--- src/rtl/game_controller.sv ---
// Run-state sequencer for the snake game: paces moves with a score-dependent timer,
// samples collisions once per move and turns hit levels into single-cycle score pulses.
module game_controller #(
  parameter int unsigned BASE_PERIOD = 16,
  parameter int unsigned MIN_PERIOD  = 4
) (
  input  logic       clk,
  input  logic       rst,
  input  logic       startBtn,
  input  logic       pauseBtn,
  input  logic       appleHit,
  input  logic       wallHit,
  input  logic       selfHit,
  input  logic [6:0] currScore,
  input  logic       isGameComplete,
  output logic [2:0] gameState,
  output logic       stepEn,
  output logic       goodColl,
  output logic       badColl,
  output logic       appleReq
);

  typedef enum logic [2:0] {
    StIdle  = 3'd0,
    StRun   = 3'd1,
    StPause = 3'd2,
    StOver  = 3'd3,
    StWin   = 3'd4
  } state_e;

  localparam logic [15:0] BasePeriod = 16'(BASE_PERIOD);
  localparam logic [15:0] MinPeriod  = 16'(MIN_PERIOD);

  state_e      state_q, state_d;
  logic        start_q, pause_q;
  logic [15:0] cnt_q, cnt_d;
  logic [15:0] period_q, period_d;
  logic        step_q, step_d;
  logic        good_q, good_d;
  logic        bad_q, bad_d;
  logic        apple_q, apple_d;

  logic               start_edge, pause_edge;
  logic [6:0]         score_div;
  logic signed [16:0] period_raw;
  logic [15:0]        next_period;

  assign start_edge = startBtn & ~start_q;
  assign pause_edge = pauseBtn & ~pause_q;

  // Signed so a large score drives the raw period negative and clamps to the floor.
  always_comb begin
    score_div   = currScore >> 2;
    period_raw  = $signed({1'b0, BasePeriod}) - $signed({10'd0, score_div});
    next_period = (period_raw < $signed({1'b0, MinPeriod})) ? MinPeriod : period_raw[15:0];
  end

  always_comb begin
    state_d  = state_q;
    cnt_d    = cnt_q;
    period_d = period_q;
    step_d   = 1'b0;
    good_d   = 1'b0;
    bad_d    = 1'b0;
    apple_d  = 1'b0;
    case (state_q)
      StIdle, StOver, StWin: begin
        if (start_edge) begin
          state_d  = StRun;
          cnt_d    = '0;
          period_d = next_period;
        end
      end
      StRun: begin
        if (isGameComplete) begin
          state_d = StWin;
        end else if (step_q && (wallHit || selfHit)) begin
          state_d = StOver;
          bad_d   = 1'b1;
        end else begin
          if (step_q && appleHit) begin
            good_d  = 1'b1;
            apple_d = 1'b1;
          end
          // The timer only advances on edges that stay in RUN, so pause freezes it exactly.
          if (pause_edge) begin
            state_d = StPause;
          end else if (cnt_q == period_q - 16'd1) begin
            step_d   = 1'b1;
            cnt_d    = '0;
            period_d = next_period;
          end else begin
            cnt_d = cnt_q + 16'd1;
          end
        end
      end
      StPause: begin
        if (pause_edge) state_d = StRun;
      end
      default: state_d = StIdle;
    endcase
  end

  always_ff @(posedge clk) begin
    if (rst) begin
      state_q  <= StIdle;
      start_q  <= 1'b1;
      pause_q  <= 1'b1;
      cnt_q    <= '0;
      period_q <= BasePeriod;
      step_q   <= 1'b0;
      good_q   <= 1'b0;
      bad_q    <= 1'b0;
      apple_q  <= 1'b0;
    end else begin
      state_q  <= state_d;
      start_q  <= startBtn;
      pause_q  <= pauseBtn;
      cnt_q    <= cnt_d;
      period_q <= period_d;
      step_q   <= step_d;
      good_q   <= good_d;
      bad_q    <= bad_d;
      apple_q  <= apple_d;
    end
  end

  assign gameState = state_q;
  assign stepEn    = step_q;
  assign goodColl  = good_q;
  assign badColl   = bad_q;
  assign appleReq  = apple_q;

endmodule

--- config.mk ---
export PLATFORM = sky130hd
export DESIGN_NAME = game_controller
export DESIGN_NICKNAME = d
export VERILOG_FILES = /design/src/rtl/game_controller.sv
export SDC_FILE = /design/constraint.sdc
export NUM_CORES = 1
export LEC_CHECK = 0
export ABC_CLOCK_PERIOD_IN_PS = 5100
export BUFFER_PORTS_ARGS = -buffer_cell sky130_fd_sc_hd__buf_2
export CORE_ASPECT_RATIO = 0.8
export CORE_MARGIN = 2
export CORE_UTILIZATION = 35
export CTS_CLUSTER_SIZE = 28
export DETAILED_ROUTE_END_ITERATION = 7
export MAX_ROUTING_LAYER = met4
export SYNTH_ARGS = -nofsm -noshare
export SYNTH_HDL_FRONTEND = slang
export SYNTH_SLANG_ARGS = --single-unit
--- constraint.sdc ---
create_clock -name clk -period 5.1 [get_ports clk]
set_input_delay 0.255 -clock clk [delete_from_list [all_inputs] [get_ports clk]]
set_output_delay 0.255 -clock clk [all_outputs]
set_load 0.02 [all_outputs]
Yosys cells after proc, flatten, opt, wreduce, memory -nomap -nowiden
Cells that the tools add are included.
{"block": "totals", "reg_bits": 40, "input_bits": 15, "out_inout_bits": 7}
{"block": "classes", "add_sub_neg": 3, "order_cmp": 1, "eq_ne": 12, "n_mux": 22, "bitwise_logic": 5, "reduce_logical": 12}
{"cell": "16-bit 2-to-1 mux", "count": 11}
{"cell": "16-bit case mux with 2 select lines", "count": 2}
{"cell": "16-bit by 1-bit adder with 16-bit output, second input constant", "count": 1}
{"cell": "16-bit equality test", "count": 1}
{"cell": "16-bit by 1-bit subtractor with 16-bit output, second input constant", "count": 1}
{"cell": "3-bit 2-to-1 mux", "count": 5}
{"cell": "2-bit != test, second input constant", "count": 6}
{"cell": "3-bit case mux with 3 select lines", "count": 1}
{"cell": "3-bit by 2-bit equality test with 1-bit output, second input constant", "count": 2}
{"cell": "6-bit by 4-bit < comparator with 1-bit output, second input constant", "count": 1}
{"cell": "6-bit AND reduction", "count": 1}
{"cell": "3-bit OR reduction", "count": 2}
{"cell": "5-bit by 5-bit subtractor with 6-bit output, first input constant", "count": 1}
{"cell": "5-bit AND reduction", "count": 1}
{"cell": "5-bit OR reduction", "count": 1}
{"cell": "4-bit != test, second input constant", "count": 1}
{"cell": "4-bit OR reduction", "count": 1}
{"cell": "3-bit by 1-bit equality test with 1-bit output, second input constant", "count": 1}
{"cell": "3-bit equality test, second input constant", "count": 1}
{"cell": "3-bit zero test", "count": 1}
{"cell": "1-bit 2-to-1 mux", "count": 3}
{"cell": "1-bit NOT", "count": 3}
{"cell": "3-bit AND reduction", "count": 1}
{"cell": "1-bit bitwise AND", "count": 2}
{"cell": "3 further kinds", "count": 4}

Depth between registers and ports, before layout
Gate-level depths: netlist (run 1).
{"block": "logic_depth", "ltp_word": 8, "ltp_mapped": 12, "mapped_depth_nobuf": 11}

Worst setup path before layout (run 1)
No wires, ideal clock.
{"block": "synth_path", "path_kind": "register -> register", "start": "reg period_q[0]", "end": "reg period_q[0]", "arrival_ns": 2.454, "t_required_ns": 5.016, "path_slack_ns": 2.562, "stages_incl_launch_ff": 11, "path_buffers": 0, "cell_sequence": "dfxtp_1 -> inv_1 -> ha_1 -> nor4b_4 -> nand2_1 -> ha_1 -> xor2_1 -> nor4_1 -> a31oi_1 -> or4_1 -> o31ai_2"}
{"block": "synth_between", "elab_chain_len": 4}
{"item": "start, declared", "line_no": "37", "rtl": "logic [15:0] period_q, period_d;"}
{"item": "start signal, assigned", "line_no": "110", "rtl": "period_q <= BasePeriod;"}
{"item": "start signal, assigned", "line_no": "120", "rtl": "period_q <= period_d;"}
{"item": "16-bit by 1-bit subtractor with 16-bit output", "line_no": "88", "rtl": "end else if (cnt_q == period_q - 16'd1) begin"}
{"item": "16-bit equality test", "line_no": "88"}
{"item": "2-bit != test (no line)"}
{"item": "6-bit AND reduction (no line)"}
No other way between the ends.
A chain may end at the register's enable or synchronous reset.

Final worst setup path (run 1)
{"block": "layout_path", "start": "reg period_q[0]", "end": "reg cnt_q[15]"}
{"block": "layout_between", "elab_chain_len": 7}
{"item": "16-bit by 1-bit subtractor with 16-bit output", "line_no": "88"}
{"item": "16-bit equality test", "line_no": "88"}
{"item": "16-bit 2-to-1 mux", "line_no": "88"}
{"item": "16-bit 2-to-1 mux", "line_no": "86", "rtl": "if (pause_edge) begin"}
{"item": "16-bit 2-to-1 mux", "line_no": "77", "rtl": "end else if (step_q && (wallHit || selfHit)) begin"}
{"item": "16-bit 2-to-1 mux", "line_no": "75", "rtl": "if (isGameComplete) begin"}
{"item": "16-bit case mux with 2 select lines", "line_no": "66", "rtl": "case (state_q)"}
{"item": "end signal, assigned", "line_no": "119", "rtl": "cnt_q <= cnt_d;"}
{"item": "end, declared", "line_no": "36", "rtl": "logic [15:0] cnt_q, cnt_d;"}
No other way between the ends. The select of a mux whose other input is x is not followed.

==> reports/qor.csv, run 1 <==
metric;value;unit
ys flop type;dfxtp_1;
FF+latch count, synth;30;
GP Congestion;0.827;
CP required;5.24;ns
startpoint types;flop;
Root Driver;clkbuf_8;
crit-path cells;inv_1 -> ha_1 -> nor4b_4 -> nand2_1 -> ha_1 -> xor2_1 -> nor4_1 -> a31oi_1 -> nor2_2 -> buf_4 -> nor3_1;
largest net degree at the start of global routing;34;
Distinct cells, synth;50;
internal power;0.390;mW
Hold Path Sink;appleReq;
Clock power frac;36.2;%
# DRC;0;
most common cell after layout, fill and taps aside;nor3_1;
Nets;265;
outcome;completed;
Switching Fraction;28.4;%
post-placement cell count;301;
fmax;316;MHz
CTS clk-pin slew, worst paths;0.06;ns
CP max-delay cell;nor2_2;
HP Class;in -> reg;
worst reg-to-reg path cell count;11;
post-route non-filler standard cell count;309;
Crit Path Class;reg -> reg;
Leak;0.767;nW
CP dominant cell by count;ha_1;
P_sw;0.155;mW
Post-synth EDFFs;0;
Avg Cell Area, Syn;8.49;sq um
H-Tree Depth;2;
diodes inserted;0;
Max clock buf depth;2;
R2R Path End;cnt_q[15];
combinational share of power;17.8;%
WP buf/inv;2;
row count;24;
Worst Tran Pin Value;0.611;ns
first-pass GRT wire length;7040;microns
CTS Sinks;30;
IO Count;22;
total CTS buffers;5;
PostCTS Resize Cnt;0;
Area Overhead vs Synth;11.2;%
PwrDens;255;mW/mm^2
synthesized cell area;0.00192;sq mm
Setup crit end kind;flop;
initial antenna violation count;0;
setup bufs post-CTS;0;
FILL cells;538;
Die Ht;70.2;microns
setup TNS;0;ns
Final setup viols;0;
Final HPWL DP;3120;microns
share of the clock period used by the worst path;62.1;%
port bufs;19;
r2r startpoint;period_q[0];
family with the most delay on the worst path;simple AND/OR/NAND/NOR gates;
drt first pass iters;4;
aggregate global-route resource usage;14.9;%
grt total ovfl;0;
Routed WL;4170;microns
Layout Skew;0.00338;ns
Pins Over Slew Limit;0;
share of layout cells above drive strength 1;16.0;%
vias in the first global route;1492;
Crit Path Max Fanout;13;
R2R setup slack;1.93;ns
Tot Pwr;0.545;mW
DR iter-0 viols;75;
Hold Buf Count CTS;0;
sequential share of power;45.9;%
Worst Hold Path Cells;2;
Yosys warnings;0;
Worst Hold Launch;wallHit;
Slew HR;59.3;%
worst-skew pair later-pin latency;0.28;ns
vias post-DR;1652;
MaxCap Viol Count;0;
core area;0.00538;sq mm
Worst EP arrival;3.30;ns
CTS tree;yes;
post-route ant nets;0;
Async S/R FF share, synth;0;%
Starting Density;35.7;%
commonest cells after routing, fill and taps aside;nor3_1 (31), dfxtp_1 (30), buf_2 (19);
syn nets;248;
Syn Inst Count;226;
DIE WIDTH;86.8;microns
final hold vios;0;
number of vias per cell;5.35;
minimum clock period;3.17;ns
CP peak stage delay;0.41;ns
die area;0.00609;sq mm
Peak VDD IR;0.0000914;V
Wirelength per Cell;13.5;microns
RSZ-0062 raised after global routing;no;
sequential share of the synthesized area;31.3;%
[routing by layer]
layer | routed length [microns] | part of all wire (%) | GRT usage [%]
met5 | 0 | 0 | -
met4 | 53 | 1.3 | 4.51
met3 | 138 | 3.3 | 3.19
met2 | 1680 | 40 | 19.6
met1 | 2300 | 55 | 22.4
[through the flow]
step                      utilization, %  hold slack, ns  setup WS [ns]  cell area, sq um
after floorplan                        -           0.331           2.56              1920
after global placement              38.0           0.438           2.02              2040
after detailed placement            38.0           0.439           1.97              2040
after CTS                           39.7           0.146           1.95              2130
after global routing                39.7           0.153           1.73              2130
final                               39.7           0.151           1.93              2130
[registers in the layout (all words and copies together) (netlist names)]
signal	count
appleReq	1
gameState	3
period_q	6
pause_q	1
cnt_q	16
badColl	1
start_q	1
stepEn	1
[synthesized netlist by cell type (2+ instances only)]
master | number | area, sq um
a21oi_1 | 7 | 35.0
a31oi_1 | 2 | 12.5
a41o_1 | 2 | 20.0
and3_1 | 4 | 25.0
buf_2 | 3 | 15.0
buf_6 | 2 | 22.5
clkbuf_1 | 4 | 15.0
dfxtp_1 | 30 | 601
ha_1 | 7 | 87.6
inv_1 | 8 | 30.0
mux2i_1 | 3 | 30.0
nand2_1 | 9 | 33.8
nand2b_1 | 8 | 50.1
nand3_1 | 8 | 40.0
nand4_1 | 5 | 31.3
nor2_1 | 14 | 52.6
nor2b_1 | 3 | 18.8
nor3_1 | 31 | 155
nor3b_1 | 3 | 22.5
nor4_1 | 4 | 25.0
o211ai_1 | 4 | 30.0
o21ai_0 | 3 | 15.0
o21ai_1 | 2 | 10.0
o21bai_1 | 2 | 15.0
o31ai_2 | 2 | 25.0
or2_2 | 3 | 18.8
or3_1 | 3 | 18.8
or4_1 | 3 | 22.5
xnor2_1 | 16 | 140
xor2_1 | 11 | 96.3
[how the worst max path moves through the flow]
| stage | from | endpoint | slack (ns) | cells past startpoint |
|---|---|---|---|---|
| floorplan | period_q[0] | period_q[0] | 2.56 | 10 |
| global placement | period_q[0] | cnt_q[9] | 2.02 | 11 |
| detailed placement | period_q[0] | cnt_q[15] | 1.97 | 11 |
| CTS | period_q[0] | cnt_q[12] | 1.95 | 11 |
| global route | period_q[0] | cnt_q[12] | 1.73 | 11 |
| finish | period_q[0] | cnt_q[15] | 1.93 | 11 |
[logic make-up (layout without fill, tap and decap cells)]
family | after synthesis | count (layout) | synth area share (%)
AOI/OAI and AO/OA | 36 | 36 | 14.5
adders and majority gates | 7 | 7 | 4.57
muxes | 4 | 4 | 2.15
buffers and inverters | 18 | 36 | 4.70
DFF | 30 | 30 | 31.3
xor gates and xnor gates | 27 | 27 | 12.3
and+or+nand+nor | 104 | 104 | 30.4
[layout make-up]
| type | instances | area [sq um] | area share (%) |
|---|---|---|---|
| clock buffers | 7 | 86.3 | 4.05 |
| well taps | 65 | 81.3 | 3.81 |
| repair buffers | 20 | 103 | 4.81 |
| flip-flops and latches | 30 | 601 | 28.2 |
| multi-input cells | 178 | 1230 | 57.5 |
| clock inverters | 1 | 5.00 | 0.235 |
| inverters | 8 | 30.0 | 1.41 |
[power groups by stage]
| stage | sequential (mW) | combinational (mW) | clock (mW) |
|---|---|---|---|
| 2_1_floorplan | 0.253 | 0.0771 | 0 |
| 3_3_place_gp | 0.255 | 0.0956 | 0 |
| 3_5_place_dp | 0.255 | 0.0972 | 0 |
| 4_1_cts | 0.250 | 0.0978 | 0.201 |
| 5_1_grt | 0.251 | 0.108 | 0.213 |
| 6_report | 0.250 | 0.0972 | 0.197 |
Note: power is estimated with default switching activity, not from simulation.
==> inputs of run 2 (changes only) <==
--- a/config.mk
+++ b/config.mk
@@ -5,7 +5,7 @@
 export SDC_FILE = /design/constraint.sdc
 export NUM_CORES = 1
 export LEC_CHECK = 0
-export ABC_CLOCK_PERIOD_IN_PS = 5100
+export ABC_CLOCK_PERIOD_IN_PS = 2700
 export BUFFER_PORTS_ARGS = -buffer_cell sky130_fd_sc_hd__buf_2
 export CORE_ASPECT_RATIO = 0.8
 export CORE_MARGIN = 2
==> constraint.sdc (replaced) <==
create_clock -name clk -period 2.7 [get_ports clk]
set_input_delay 0.135 -clock clk [delete_from_list [all_inputs] [get_ports clk]]
set_output_delay 0.135 -clock clk [all_outputs]
set_load 0.02 [all_outputs]
==> run 2 against run 1 <==
Cell count up 2.6%. Sequential power up 88%. Non-clock buffer count up 8. Register-to-register slack worse by 1.8 ns. Power up 92%. Maximum frequency up 23%. Wire length up 3.0%. Design area up 4.4%. Sequential share of layout area down 1.2 points. Combinational power up 110%.
==> reports/qor.csv, run 2 (synthesis gave the netlist of run 1 again) <==
metric;value;unit;change
worst-skew pair later-pin latency;0.28;ns;about the same
Worst Tran Pin Value;0.640;ns;was 0.611 ns
Final HPWL DP;3180;microns;was 3120 microns
r2r startpoint;period_q[2];;was period_q[0]
Starting Density;35.7;%;unchanged
Crit Path Class;reg -> reg;;unchanged
FILL cells;539;;was 538
post-route non-filler standard cell count;317;;was 309
MaxCap Viol Count;0;;unchanged
first-pass GRT wire length;7300;microns;was 7040 microns
Die Ht;70.2;microns;unchanged
share of the clock period used by the worst path;95.1;%;was 62.1%
grt total ovfl;0;;unchanged
setup bufs post-CTS;0;;unchanged
placed inst area;0.00210;sq mm;was 0.00204 sq mm
worst reg-to-reg path cell count;10;;was 11
Crit Path Max Fanout;5;;was 13
end point of the critical path;period_q[1];;was cnt_q[15]
H-Tree Depth;2;;unchanged
CP required;2.90;ns;was 5.24 ns
Largest register FFs;16;;unchanged
Root Driver;clkbuf_8;;unchanged
Layout Skew;0.00521;ns;was 0.00338 ns
Peak VDD IR;0.000193;V;was 0.0000914 V
drt first pass iters;4;;unchanged
post-route cell area;0.00223;sq mm;was 0.00213 sq mm
Biggest register;cnt_q;;unchanged
Setup crit end kind;flop;;unchanged
commonest cells after routing, fill and taps aside;nor3_1 (30), dfxtp_1 (30), buf_2 (19);;was nor3_1 (31), dfxtp_1 (30), buf_2 (19)
port bufs;19;;unchanged
die area;0.00609;sq mm;unchanged
total CTS buffers;5;;unchanged
PwrDens;471;mW/mm^2;was 255 mW/mm^2
R2R setup slack;0.13;ns;was 1.93 ns
Pins Over Slew Limit;0;;unchanged
Final setup viols;0;;unchanged
core area;0.00538;sq mm;unchanged
fmax;390;MHz;was 316 MHz
Nets;273;;was 265
Routed WL;4300;microns;was 4170 microns
outcome;completed;;unchanged
Setup crit start;period_q[2];;was period_q[0]
minimum clock period;2.57;ns;was 3.17 ns
IO Count;22;;unchanged
CTS tree;yes;;unchanged
largest net degree at the start of global routing;34;;unchanged
GP Congestion;0.820;;was 0.827
CTS Sinks;30;;unchanged
Worst EP arrival;2.76;ns;was 3.30 ns
HP Class;in -> reg;;unchanged
# DRC;0;;unchanged
DIE WIDTH;86.8;microns;unchanged
post-route ant nets;0;;unchanged
Max clock buf depth;2;;unchanged
R2R Path End;period_q[1];;was cnt_q[15]
aggregate global-route resource usage;15.6;%;was 14.9%
initial antenna violation count;0;;unchanged
DR iter-0 viols;86;;was 75
Leak;0.818;nW;was 0.767 nW
Area Overhead vs Synth;16.1;%;was 11.2%
Wirelength per Cell;13.6;microns;was 13.5 microns
vias in the first global route;1579;;was 1492
Slew HR;57.3;%;was 59.3%
post-placement cell count;309;;was 301
final hold vios;0;;unchanged
CTS clk-pin slew, worst paths;0.06;ns;about the same
startpoint types;flop;;unchanged
row count;24;;unchanged
vias post-DR;1701;;was 1652
number of vias per cell;5.37;;was 5.35
diodes inserted;0;;unchanged
share of layout cells above drive strength 1;21.0;%;was 16.0%
## run 2: through the flow
step / hold slack, ns / setup slack [ns] / setup TNS (ns) / utilization [%] / power, mW
final: 0.0281 / 0.133 / 0 / 41.4 / 1.05
after global routing: 0.0339 / -0.0203 / -0.0776 / 41.4 / 1.11
after CTS: 0.0276 / 0.0902 / 0 / 40.8 / 1.05
after detailed placement: 0.324 / 0.111 / 0 / 39.1 / 0.680
after global placement: 0.318 / 0.146 / 0 / 39.1 / 0.677
after floorplan: 0.211 / 0.162 / 0 / - / 0.624
## run 2: what timing repair did
action                                  in CTS  in global routing
gates resized for setup                      0                  6
endpoints found under the setup margin       0                 16
hold buffers                                 0                  0
## run 2: worst min path at each step
| stage | start | end | cells after the start | slack, ns |
|---|---|---|---|---|
| 6_report | selfHit | appleReq | 2 | 0.03 |
| 5_1_grt | selfHit | appleReq | 2 | 0.03 |
| 4_1_cts | selfHit | appleReq | 2 | 0.03 |
| 3_5_place_dp | selfHit | appleReq | 2 | 0.32 |
| 3_3_place_gp | selfHit | appleReq | 2 | 0.32 |
| 2_1_floorplan | selfHit | appleReq | 1 | 0.21 |
## run 2: layer usage
layer,share of wire (%),global-route usage [%]
met5,0,-
met2,39,20.9
met1,56,22.1
met3,3.0,3.55
met4,1.9,6.60
## run 2: layout make-up
cell class | instances | area, sq um | share of cell area, %
Multi-Input combinational cell | 178 | 1260 | 56.6
Sequential cell | 30 | 601 | 27.0
Timing Repair Buffer | 28 | 163 | 7.30
Clock buffer | 7 | 86.3 | 3.88
Tap cell | 65 | 81.3 | 3.65
Inverter | 8 | 30.0 | 1.35
Clock inverter | 1 | 5.00 | 0.225
## run 2: worst max-delay path: stages (launching register included)
cell and delay (ns):
dfxtp_1 0.37, nor3_2 0.21, buf_4 0.15, nand2_1 0.08
ha_1 0.30, xnor2_1 0.13, nand2_1 0.10, nor4_2 0.31
a31oi_2 0.22, or4_1 0.56, o31ai_2 0.07
## run 2: power breakdown
part           internal, mW  leakage, nW  switching (mW)
Sequential            0.454        0.243          0.0166
Clock                 0.205       0.0482           0.164
Combinational        0.0913        0.527           0.117
==> inputs of run 3 (changes only) <==
--- a/config.mk
+++ b/config.mk
@@ -5,6 +5,7 @@
 export SDC_FILE = /design/constraint.sdc
 export NUM_CORES = 1
 export LEC_CHECK = 0
+export ABC_AREA = 1
 export ABC_CLOCK_PERIOD_IN_PS = 2700
 export BUFFER_PORTS_ARGS = -buffer_cell sky130_fd_sc_hd__buf_2
 export CORE_ASPECT_RATIO = 0.8
==> run 3 against run 2 <==
Non-clock buffer count is 6 lower. Worst hold slack worse by 0.0054 ns. Synthesized area is 7.2% higher. Sequential share of layout area is 1.0 points lower. First-iteration DRC count rose by 42%. Setup slack better by 0.096 ns. Sequential cell count is the same. Via count rose by 16%. Global-route usage decreased by 0.21 points. Critical path depth increased by 7. Wire length grew 5.8%. Largest power group is now combinational cells. Register-to-register slack improved by 0.096 ns.
==> reports/qor.csv, run 3 <==
metric;value;unit;change
outcome;completed;;unchanged
number of vias per cell;4.60;;was 5.37
Worst EP arrival;2.64;ns;was 2.76 ns
final worst setup slack;0.229;ns;was 0.133 ns
Crit Path Max Fanout;13;;was 5
RSZ-0062 raised after global routing;no;;
Yosys top cell area share;29.2;%;was 31.3%
top-count cell post-synth;nand2_1;;was nor3_1
Starting Density;37.0;%;was 35.7%
setup bufs post-CTS;0;;unchanged
Hold Buf Count CTS;0;;unchanged
diodes inserted;0;;unchanged
H-Tree Depth;2;;unchanged
Nets;371;;was 273
most common cell after layout, fill and taps aside;nand2_1;;
Post-synth EDFFs;0;;unchanged
Async S/R FF share, synth;0;%;unchanged
Pins Over Slew Limit;0;;unchanged
startpoint types;flop;;unchanged
die area;0.00651;sq mm;was 0.00609 sq mm
FF+latch area;601;sq um;unchanged
Area Overhead vs Synth;12.5;%;was 16.1%
CTS Sinks;30;;unchanged
fmax;405;MHz;was 390 MHz
total CTS buffers;5;;unchanged
vias post-DR;1967;;was 1701
Avg Cell Area, Syn;6.29;sq um;was 8.49 sq um
CTS clk-pin slew, worst paths;0.07;ns;was 0.06 ns
port bufs;19;;unchanged
setup TNS;0;ns;unchanged
initial antenna violation count;0;;unchanged
worst slack, placed;0.239;ns;was 0.111 ns
Layout Skew;0.00490;ns;was 0.00521 ns
Root Driver;clkbuf_8;;unchanged
Leak;1.06;nW;was 0.818 nW
CP peak stage delay;0.33;ns;was 0.56 ns
Tot Pwr;2.18;mW;was 1.05 mW
worst-skew pair later-pin latency;0.28;ns;about the same
CP required;2.87;ns;was 2.90 ns
sequential share of the synthesized area;29.2;%;was 31.3%
Switching Fraction;47.6;%;was 28.4%
sequential share of power;27.2;%;was 44.9%
DIE WIDTH;89.7;microns;was 86.8 microns
IO Count;22;;unchanged
share of the clock period used by the worst path;91.5;%;was 95.1%
Final HPWL DP;3550;microns;was 3180 microns
Routed WL;4550;microns;was 4300 microns
FF+latch count, synth;30;;unchanged
internal power;1.14;mW;was 0.751 mW
Crit Path Class;reg -> reg;;unchanged
Distinct cells, synth;30;;was 50
vias in the first global route;1777;;was 1579
Max clock buf depth;2;;unchanged
GP Congestion;0.921;;was 0.820
synthesized cell area;0.00206;sq mm;was 0.00192 sq mm
# DRC;0;;unchanged
leading area contributor after synthesis;dfxtp_1;;unchanged
top post-synthesis cells by area;dfxtp_1 (29%), nand2_1 (16%), inv_1 (8.4%);;was dfxtp_1 (31%), nor3_1 (8.1%), xnor2_1 (7.3%)
first-pass GRT wire length;7870;microns;was 7300 microns
P_sw;1.04;mW;was 0.298 mW
Syn Inst Count;327;;was 226
Biggest register;cnt_q;;unchanged
syn nets;349;;was 248
CP max-delay cell;dfxtp_1;;was or4_1
HP Class;in -> reg;;unchanged
Post-synth top cells;nand2_1 (89), inv_1 (46), nor2_1 (43);;was nor3_1 (31), dfxtp_1 (30), xnor2_1 (16)
minimum clock period;2.47;ns;was 2.57 ns
post-route ant nets;0;;unchanged
final hold vios;0;;unchanged
aggregate global-route resource usage;15.4;%;was 15.6%
Worst Tran Pin Value;0.444;ns;was 0.640 ns
largest net degree at the start of global routing;18;;was 34
core area;0.00556;sq mm;was 0.00538 sq mm
Yosys warnings;0;;unchanged
DR iter-0 viols;122;;was 86
Largest register FFs;16;;unchanged
PostCTS Resize Cnt;0;;unchanged
Clock power frac;18.0;%;was 35.3%
crit-path cells;inv_1 -> ha_1 -> nand3_2 -> ha_1 -> inv_1 -> nand2_1 -> nand2_1 -> nor2_1 -> nand2_1 -> nor2_1 -> nand2_1 -> nor2_1 -> nand2_1 -> nand2_2 -> nand2_2 -> nand2_2 -> nor2_1;;was nor3_2 -> buf_4 -> nand2_1 -> ha_1 -> xnor2_1 -> nand2_1 -> nor4_2 -> a31oi_2 -> or4_1 -> o31ai_2
MaxCap Viol Count;0;;unchanged
row count;24;;unchanged
combinational share of power;54.8;%;was 19.8%
post-route cell area;0.00231;sq mm;was 0.00223 sq mm
PwrDens;942;mW/mm^2;was 471 mW/mm^2
WP buf/inv;2;;was 1
FILL cells;589;;was 539
grt total ovfl;0;;unchanged
CP dominant cell by count;nand2_1;;unchanged
Peak VDD IR;0.000513;V;was 0.000193 V
Final setup viols;0;;unchanged
family with the most delay on the worst path;simple AND/OR/NAND/NOR gates;;unchanged
drt first pass iters;4;;unchanged
ys flop type;dfxtp_1;;unchanged
CTS tree;yes;;unchanged
share of layout cells above drive strength 1;14.6;%;was 21.0%
commonest cells after routing, fill and taps aside;nand2_1 (89), inv_1 (46), nor2_1 (43);;was nor3_1 (30), dfxtp_1 (30), buf_2 (19)
Hold WS;0.0227;ns;was 0.0281 ns
Setup crit end kind;flop;;unchanged
area of the multi-input gates;0.00121;sq mm;was 0.00126 sq mm
placed inst area;0.00222;sq mm;was 0.00210 sq mm
Wirelength per Cell;10.6;microns;was 13.6 microns
Slew HR;70.4;%;was 57.3%
Die Ht;72.6;microns;was 70.2 microns
-- run 3: final cells by class --
class / instances / share of cell area [%]
Tap cell: 78 / 4.22
Clock buffer: 6 / 3.57
Timing Repair Buffer: 22 / 5.08
Multi-Input combinational cell: 240 / 52.5
Inverter: 50 / 8.11
Sequential cell: 30 / 26.0
Clock inverter: 2 / 0.541
-- run 3: cell families after synthesis --
family / count (synthesis) / share of synthesized area, %
and+or+nand+nor: 192 / 41.3
buffers and inverters: 57 / 11.7
DFF: 30 / 29.2
AOI/OAI and AO/OA: 24 / 6.27
xor gates and xnor gates: 17 / 7.24
adders and majority gates: 7 / 4.26
-- run 3: stage by stage --
stage,std cells,utilization (%)
floorplan,327,-
global placement,420,39.9
detailed placement,420,39.9
CTS,428,41.6
global route,428,41.6
finish,428,41.6
-- run 3: path summary, 6_finish.rpt --
kind | start | to | slack (ns) | cells past startpoint
max | period_q[0] | cnt_q[13] | 0.23 | 17
min reg2reg | period_q[1] | period_q[1] | 0.48 | 2
max reg2reg | period_q[0] | cnt_q[13] | 0.23 | 17
min | wallHit | appleReq | 0.02 | 2
-- run 3: worst reg2reg max path: cells and delay by family, from the launching register on --
kind                       cells  cell delay (ns)
adders and majority gates      2             0.59
DFF                            1             0.33
and+or+nand+nor               13             1.25
buffers and inverters          2             0.18
-- run 3: routing by layer --
metal / global-route usage (%) / vias up / routed length, microns
met5: - / - / 0
met1: 19.4 / 867 / 2390
met4: 4.79 / 0 / 19
met3: 3.41 / 2 / 224
met2: 24.9 / 38 / 1920
li1: - / 1060 / -
-- run 3: power groups by stage --
stage | registers, mW | clock network (mW) | logic [mW]
finish | 0.593 | 0.392 | 1.20
global placement | 0.599 | 0 | 1.18
detailed placement | 0.602 | 0 | 1.19
CTS | 0.592 | 0.399 | 1.19
global route | 0.602 | 0.413 | 1.37
floorplan | 0.600 | 0 | 0.991
